==> config.mk <==
export PLATFORM = sky130hd
export DESIGN_NAME = ddr2_req_arbiter
export DESIGN_NICKNAME = d
export VERILOG_FILES = /design/src/rtl/ddr2_req_arbiter.sv
export SDC_FILE = /design/constraint.sdc
export NUM_CORES = 1
export LEC_CHECK = 0
export CELL_PAD_IN_SITES_DETAIL_PLACEMENT = 0
export CELL_PAD_IN_SITES_GLOBAL_PLACEMENT = 1
export CORE_UTILIZATION = 32
export CTS_CLUSTER_SIZE = 28
export DETAILED_ROUTE_END_ITERATION = 10
export PLACE_DENSITY_LB_ADDON = 0.1
export SETUP_SLACK_MARGIN = 0.02
export SYNTH_ARGS = -nofsm -noshare
export SYNTH_HDL_FRONTEND = slang
export SYNTH_SLANG_ARGS = --single-unit
==> constraint.sdc <==
create_clock -name sys_clk -period 5.4 [get_ports sys_clk]
set_clock_uncertainty 0.1 [all_clocks]
set_input_delay 1.62 -clock sys_clk [delete_from_list [all_inputs] [get_ports sys_clk]]
set_output_delay 1.62 -clock sys_clk [all_outputs]
set_load 0.02 [all_outputs]
==> src/rtl/ddr2_req_arbiter.sv <==
// ddr2_req_arbiter: shares the DDR2 user command port between a write and a
// read requester, and schedules auto-refresh with a bounded postponement debt.
module ddr2_req_arbiter #(
    parameter int ADDR_WIDTH   = 26,
    parameter int REF_INTERVAL = 780,
    parameter int REF_MAX_DEBT = 8
) (
    input  logic                  sys_clk,
    input  logic                  sys_rst,
    input  logic                  init_end,
    input  logic                  wr_req,
    input  logic [ADDR_WIDTH-1:0] wr_addr,
    output logic                  wr_grant,
    output logic                  wr_done,
    input  logic                  rd_req,
    input  logic [ADDR_WIDTH-1:0] rd_addr,
    output logic                  rd_grant,
    output logic                  rd_done,
    output logic                  ctrl_cmd_valid,
    input  logic                  ctrl_cmd_ready,
    output logic [1:0]            ctrl_cmd,
    output logic [ADDR_WIDTH-1:0] ctrl_cmd_addr,
    input  logic                  ctrl_done,
    output logic [3:0]            ref_debt,
    output logic                  ref_overrun,
    output logic                  busy
);

    localparam int TW = (REF_INTERVAL > 1) ? $clog2(REF_INTERVAL) : 1;
    localparam logic [TW-1:0] TIMER_LOAD = TW'(REF_INTERVAL - 1);
    localparam logic [3:0]    DEBT_MAX   = 4'(REF_MAX_DEBT);

    localparam logic [1:0] CMD_NONE = 2'b00;
    localparam logic [1:0] CMD_WR   = 2'b01;
    localparam logic [1:0] CMD_RD   = 2'b10;
    localparam logic [1:0] CMD_REF  = 2'b11;

    typedef enum logic [1:0] {
        IDLE,
        ISSUE,
        WAIT_DONE
    } state_t;

    state_t                state, state_nxt;
    logic [1:0]            cmd_q, cmd_nxt;
    logic [ADDR_WIDTH-1:0] addr_q, addr_nxt;
    logic [TW-1:0]         timer;
    logic                  last_wr;
    logic                  hs;
    logic                  ref_hs;
    logic                  expire;

    assign hs     = (state == ISSUE) && ctrl_cmd_ready;
    assign ref_hs = hs && (cmd_q == CMD_REF);
    assign expire = init_end && (timer == '0);

    assign ctrl_cmd_valid = (state == ISSUE);
    assign ctrl_cmd       = ctrl_cmd_valid ? cmd_q : CMD_NONE;
    assign ctrl_cmd_addr  = ctrl_cmd_valid ? addr_q : '0;
    assign busy           = (state != IDLE);

    always_ff @(posedge sys_clk) begin
        if (sys_rst) begin
            state  <= IDLE;
            cmd_q  <= CMD_NONE;
            addr_q <= '0;
        end else begin
            state  <= state_nxt;
            cmd_q  <= cmd_nxt;
            addr_q <= addr_nxt;
        end
    end

    // Refresh wins; on a data tie, serve the side not granted last.
    always_comb begin
        state_nxt = state;
        cmd_nxt   = cmd_q;
        addr_nxt  = addr_q;
        case (state)
            IDLE: begin
                if (init_end) begin
                    if (ref_debt != 4'd0) begin
                        state_nxt = ISSUE;
                        cmd_nxt   = CMD_REF;
                        addr_nxt  = '0;
                    end else if (wr_req && !(rd_req && last_wr)) begin
                        state_nxt = ISSUE;
                        cmd_nxt   = CMD_WR;
                        addr_nxt  = wr_addr;
                    end else if (rd_req) begin
                        state_nxt = ISSUE;
                        cmd_nxt   = CMD_RD;
                        addr_nxt  = rd_addr;
                    end
                end
            end
            ISSUE: begin
                if (ctrl_cmd_ready) state_nxt = WAIT_DONE;
            end
            WAIT_DONE: begin
                if (ctrl_done) state_nxt = IDLE;
            end
            default: state_nxt = IDLE;
        endcase
    end

    always_ff @(posedge sys_clk) begin
        if (sys_rst) begin
            wr_grant <= 1'b0;
            rd_grant <= 1'b0;
            wr_done  <= 1'b0;
            rd_done  <= 1'b0;
            last_wr  <= 1'b0;
        end else begin
            wr_grant <= hs && (cmd_q == CMD_WR);
            rd_grant <= hs && (cmd_q == CMD_RD);
            wr_done  <= (state == WAIT_DONE) && ctrl_done && (cmd_q == CMD_WR);
            rd_done  <= (state == WAIT_DONE) && ctrl_done && (cmd_q == CMD_RD);
            if (hs && (cmd_q == CMD_WR)) begin
                last_wr <= 1'b1;
            end else if (hs && (cmd_q == CMD_RD)) begin
                last_wr <= 1'b0;
            end
        end
    end

    // An expiry that coincides with a refresh handshake cancels out.
    always_ff @(posedge sys_clk) begin
        if (sys_rst) begin
            timer       <= TIMER_LOAD;
            ref_debt    <= 4'd0;
            ref_overrun <= 1'b0;
        end else begin
            if (!init_end || timer == '0) begin
                timer <= TIMER_LOAD;
            end else begin
                timer <= timer - TW'(1);
            end
            if (expire && !ref_hs) begin
                if (ref_debt == DEBT_MAX) begin
                    ref_overrun <= 1'b1;
                end else begin
                    ref_debt <= ref_debt + 4'd1;
                end
            end else if (ref_hs && !expire) begin
                ref_debt <= ref_debt - 4'd1;
            end
        end
    end

endmodule
==> key figures, run 1 <==
Status
  • Outcome: finished, final reports clean

Worst setup path
  • Worst EP required: 3680 ps
  • Worst path arrival time: 2440 ps
  • Largest stage delay on the critical path: 870 ps
  • Worst Path Class, Setup: register to primary output
  • Crit end category: primary output
  • CP cell instances: nor2b_2 -> and2_1 -> clkdlybuf4s50_1
  • Worst Path Max Fanout: 30
  • Slowest cell on the critical path: nor2b_2
  • CP startpoint kind: register

Final layout
  • Multi-input logic area: 1224 µm²
  • Layout net count: 427
  • Fill count: 682
  • Area grow syn2layout: 51.20%
  • Share of cells above drive strength 1: 5.769%
  • FF+latch area: 1001 µm²
  • # diodes: 0

Floorplan
  • Die Height: 86.64 µm
  • Area of the core: 6869 µm²
  • # IOs: 98
  • Die width: 86.64 µm
  • Die ar.: 7506 µm²
  • Initial Util: 33.37%
  • Cell row count: 30

Timing
  • Worst hold slack: 335.4 ps
  • Crit share post-route: 77.02%
  • Final slew viol count: 0
  • Minimum clock period: 4159 ps
  • Slew margin rel.: 28.61%
  • Least-Margin Pin Slew: 1066 ps
  • Final Hold Fails: 0
  • F_max: 240.4 MHz
  • Setup Viol. Count Final: 0
  • Setup TNS: 0 ps
  • RSZ-0062 raised after global routing: no

Synth
  • Register area share after synthesis: 43.67%
  • Ys async rst share: 0%
  • Post-synthesis register bit count: 50
  • Cells after Synth: 267
  • Largest cells by area after synthesis: dfxtp_1 (44%), a22oi_1 (8.5%), and2_1 (7.6%), a21oi_1 (6.6%), nand2_1 (6.6%)
  • Yosys warnings: 0
  • Syn avg cell area: 8.585 µm²
  • Main synth FF type: dfxtp_1
  • Yosys cell types: 36
  • Number of synthesized flops with an enable pin: 0
  • Top cell type's share of synthesized area: 43.67%
  • Mapped Nets: 331
  • Synthesized cell area: 2292 µm²
  • Synth area leader: dfxtp_1

Global routing
  • First-pass GRT wire length: 9.701 mm
  • GRT Total Usage: 16.53%
  • Vias in the first global route: 2042
  • Largest net degree at the start of global routing: 31
  • Initial antenna violation count: 0
  • Total gr overflow: 0

Detailed routing
  • Post-DRT Antenna Nets: 0
  • DRC Markers: 0
  • Vias: 2172
  • WL/cell: 12.96 µm
  • Final wirelength: 5.961 mm
  • Via density: 4.722
  • Iteration-0 DRC Markers: 39
  • First-pass iteration count of the detailed router: 4

Power
  • Peak VDD IR: 0.09544 mV
  • Net Sw Frac: 25.99%
  • Clk pwr share: 29.1%
  • Int Pwr: 0.5468 mW
  • P_leak: 1.259 nW
  • Pwr dens: 213.2 nW/µm²
  • Sw power: 0.1920 mW
  • Share of total power in sequential cells: 53.4%
  • Combinational share of power: 17.5%

Placement
  • IO buf count: 97
  • Hpwl dp: 4.227 mm
  • GP Congestion: 0.7600

Clocking
  • H-tree depth: 2
  • CTS tree: done
  • Post-cts sizing count: 0
  • TritonCTS Buffers: 5
  • Clock transition at path regs: 90 ps
  • Clk root buf: clkbuf_8
  • Clock Latency Late Sink: 300 ps
  • Post-CTS setup buffer count: 0
  • Sink Count: 50
  • Hold_buf cts: 0
  • Clock Path Buffers: 2

Run
  • Max-Cap Viols: 0

Hold path
  • Hold WC Path Type: register to register
synthesized netlist by cell type, types with 2 or more instances:
| library cell | instances |
|---|---|
| a22oi_1 | 26 |
| and2_1 | 28 |
| a211oi_1 | 2 |
| xor2_1 | 6 |
| a21o_1 | 2 |
| nand3_1 | 6 |
| nor2b_1 | 2 |
| mux2i_1 | 3 |
| inv_1 | 7 |
| dfxtp_1 | 50 |
| clkbuf_1 | 8 |
| ha_1 | 4 |
| xnor2_1 | 4 |
| nand2_1 | 40 |
| nor2_1 | 18 |
| buf_2 | 4 |
| o21ai_0 | 3 |
| nor3_1 | 7 |
| a21oi_1 | 30 |
worst paths after layout:
kind                 start           endpoint  slack, ps  depth (start not counted)
setup / recovery  state[0]  ctrl_cmd_addr[22]       1240                          3
hold / removal    timer[0]           timer[0]        340                          1
setup reg to reg  state[0]        ref_debt[3]       2210                         11
hold reg to reg   timer[0]           timer[0]        340                          1
cell type report:
cell class / count / area share [%]
Multi-Input combinational cell: 197 / 35.31
Timing Repair Buffer: 102 / 29.10
Sequential cell: 50 / 28.88
Tap cell: 96 / 3.466
Clock buffer: 6 / 2.094
Inverter: 7 / 0.7581
Clock inverter: 2 / 0.3971
stage by stage:
step | util, % | setup slack, ps | instances | cell area, µm² | total power [mW]
2_1_floorplan | - | 2070 | 267 | 2292 | 0.4589
3_3_place_gp | 49.20 | 1441 | 452 | 3379 | 0.5333
3_5_place_dp | 49.20 | 1405 | 452 | 3379 | 0.5339
4_1_cts | 50.46 | 1129 | 460 | 3466 | 0.7516
5_1_grt | 50.46 | 1057 | 460 | 3466 | 0.7795
6_report | 50.46 | 1241 | 460 | 3466 | 0.7388
worst max-delay path: cells and delay by family, from the launching register on:
| family | cells | cell delay [ps] |
|---|---|---|
| flops | 1 | 390 |
| buf+inv | 1 | 610 |
| simple gates | 2 | 1120 |
cell usage in the layout, fill, tap and decap left out, types with 2 or more instances in the layout:
| cell | count |
|---|---|
| nor2_1 | 17 |
| inv_1 | 7 |
| nand2_1 | 40 |
| nand3_1 | 6 |
| dfxtp_1 | 50 |
| ha_1 | 4 |
| xnor2_1 | 4 |
| o21ai_0 | 3 |
| a21o_1 | 2 |
| mux2i_1 | 3 |
| clkdlybuf4s50_1 | 97 |
| a211oi_1 | 2 |
| nor3_1 | 7 |
| buf_4 | 5 |
| clkbuf_8 | 5 |
| a21oi_1 | 30 |
| a22oi_1 | 26 |
| xor2_1 | 6 |
| and2_1 | 28 |
per-layer routing:
layer | up-vias | routed length, µm | global-route usage [%]
met5 | - | 0 | 0
met4 | 0 | 73 | 5.909
met3 | 7 | 293 | 3.238
met2 | 60 | 2765 | 27.85
met1 | 985 | 2828 | 21.02
li1 | 1120 | - | -
cell families after synthesis:
family / share of synthesized area [%]
XOR/XNOR: 3.821
multiplexers: 1.801
flip-flops: 43.67
AND/OR/NAND/NOR: 25.82
adder cells (fa/ha/maj): 3.057
buffers and inverters: 3.494
AO/OA/AOI/OAI: 18.34
flip-flops by register name (all words and copies together) (netlist names):
signal and cells:
ref_overrun 1, ref_debt 4, timer 10, rd_grant 1, state 2, wr_grant 1, rd_done 1, wr_done 1
last_wr 1, cmd_q 2, addr_q 26
power by group through the flow:
stage / Combinational [mW] / Clock (mW) / Sequential [mW]
after floorplan: 0.0579 / 0 / 0.401
after global placement: 0.130 / 0 / 0.403
after detailed placement: 0.130 / 0 / 0.403
after CTS: 0.131 / 0.225 / 0.395
after global routing: 0.141 / 0.241 / 0.397
final: 0.129 / 0.215 / 0.395
Power figures use the tool's default switching activity.
==> run 2, diff against run 1 <==
CORE_UTILIZATION = 27   (was 32)
clock period = 3.6 ns   (was 5.4 ns; I/O delays follow)
==> key figures, run 2 (synthesis results as in run 1) <==
Clocking
  • Clock transition at path regs: 100 ps
  • Sink Count: 50
  • Clk root buf: clkbuf_8
  • CTS tree: done
  • Hold_buf cts: 0
  • Post-CTS setup buffer count: 0
  • H-tree depth: 2
  • Post-cts sizing count: 0
  • TritonCTS Buffers: 5
  • Clock Path Buffers: 2
  • Clock Latency Late Sink: 300 ps

Floorplan
  • Die Height: 94.14 µm
  • Cell row count: 33
  • Die width: 94.14 µm
  • Die ar.: 8862 µm²
  • Initial Util: 27.90%
  • # IOs: 98
  • Area of the core: 8217 µm²

Detailed routing
  • WL/cell: 13.11 µm
  • Vias: 2168
  • Post-DRT Antenna Nets: 0
  • DRC Markers: 0
  • Iteration-0 DRC Markers: 46
  • First-pass iteration count of the detailed router: 4
  • Via density: 4.613
  • Final wirelength: 6.160 mm

Global routing
  • First-pass GRT wire length: 9.777 mm
  • Met2 Usage GRT: 23.25%
  • Largest net degree at the start of global routing: 31
  • Top Usage Layer GRT: met2
  • Met3 Use GR: 2.913%
  • Total gr overflow: 0
  • Initial antenna violation count: 0
  • GRT Total Usage: 14.02%
  • Vias in the first global route: 1948
  • Met1 Use GR: 18.39%

Worst setup path
  • Crit end category: primary output
  • Worst Path Max Fanout: 29
  • CP delay by family, top: buffers and inverters
  • Largest stage delay on the critical path: 630 ps
  • CP cell instances: nor2b_2 -> buf_4 -> and2_1 -> clkdlybuf4s50_1
  • Worst path buffer plus inverter count: 2
  • CP startpoint kind: register
  • Worst path arrival time: 2040 ps
  • Worst Path Class, Setup: register to primary output
  • Worst EP required: 2420 ps
  • Slowest cell on the critical path: clkdlybuf4s50_1

Timing
  • Worst hold slack: 342.4 ps
  • Setup TNS: 0 ps
  • Fin worst setup slack: 377.9 ps
  • F_max: 310.4 MHz
  • Least-Margin Pin Slew: 646.4 ps
  • Minimum clock period: 3222 ps
  • Slew margin rel.: 56.30%
  • Final Hold Fails: 0
  • Crit share post-route: 89.50%
  • Final slew viol count: 0
  • RSZ-0062 raised after global routing: no
  • Setup Viol. Count Final: 0

Final layout
  • Regs by FF count: addr_q: 26 flops, timer: 10 flops, ref_debt: 4 flops
  • Largest register by flop count: addr_q
  • # diodes: 0
  • Final cell count without fillers: 470
  • Final core occ: 42.79%
  • Fin area: 3516 µm²
  • Area grow syn2layout: 53.38%
  • Most frequent cells in the layout: clkdlybuf4s50_1 (97), dfxtp_1 (50), nand2_1 (40)
  • Most common cell after layout, fill and taps aside: clkdlybuf4s50_1
  • Share of cells above drive strength 1: 6.301%
  • Layout net count: 428
  • Largest register FFs: 26

Placement
  • Placed Cells: 462
  • IO buf count: 97
  • Placed instance area: 3411 µm²
  • Hpwl dp: 4.402 mm
  • GP Congestion: 0.7236
  • Pre-CTS setup slack: 197.3 ps

Run
  • Max-Cap Viols: 0

Power
  • P_leak: 1.278 nW
  • Peak VDD IR: 0.1659 mV
  • Total Power: 1.152 mW
  • Pwr dens: 327.6 nW/µm²

Status
  • Outcome: finished, final reports clean

Hold path
  • Hold WC Path Type: register to register
[run 2: final timing paths]
check / from / endpoint / slack [ps] / depth (start not counted)
worst max-delay path: state[0] / ctrl_cmd_addr[1] / 380 / 4
worst min-delay path: timer[0] / timer[0] / 340 / 1
worst max register to register: timer[4] / ref_debt[3] / 980 / 10
worst min register to register: timer[0] / timer[0] / 340 / 1
[run 2: metal layers]
metal  part of all wire (%)  wire length [µm]  vias to the layer above
met5                      0                 0                        -
met2                     49              2992                       55
met3                    4.9               304                        2
met4                   0.49                30                        0
met1                     46              2832                      996
li1                       -                 -                     1115
[run 2: report_power, final]
group          switching, mW  total [mW]  internal [mW]
Combinational         0.0899       0.197          0.107
Clock                  0.187       0.363          0.176
Sequential            0.0140       0.592          0.578
Total                  0.291        1.15          0.861
[run 2: area by class of cell]
cell class,instances,area [µm²]
clock buffer,7,96.34
clock inverter,1,8.758
tap,105,131.4
inverter,7,26.28
multi-input combinational,197,1224
fill,828,4701
timing repair buffer,103,1028
sequential,50,1001
[run 2: worst register-to-register path: stages (launching register included)]
cell and delay (ps):
dfxtp_1 360, nor4_4 480, nand4_4 190, nor2_1 160
inv_1 100, ha_1 280, a21o_1 110, a21oi_1 70
or4_4 420, a21o_1 180, a21oi_2 120
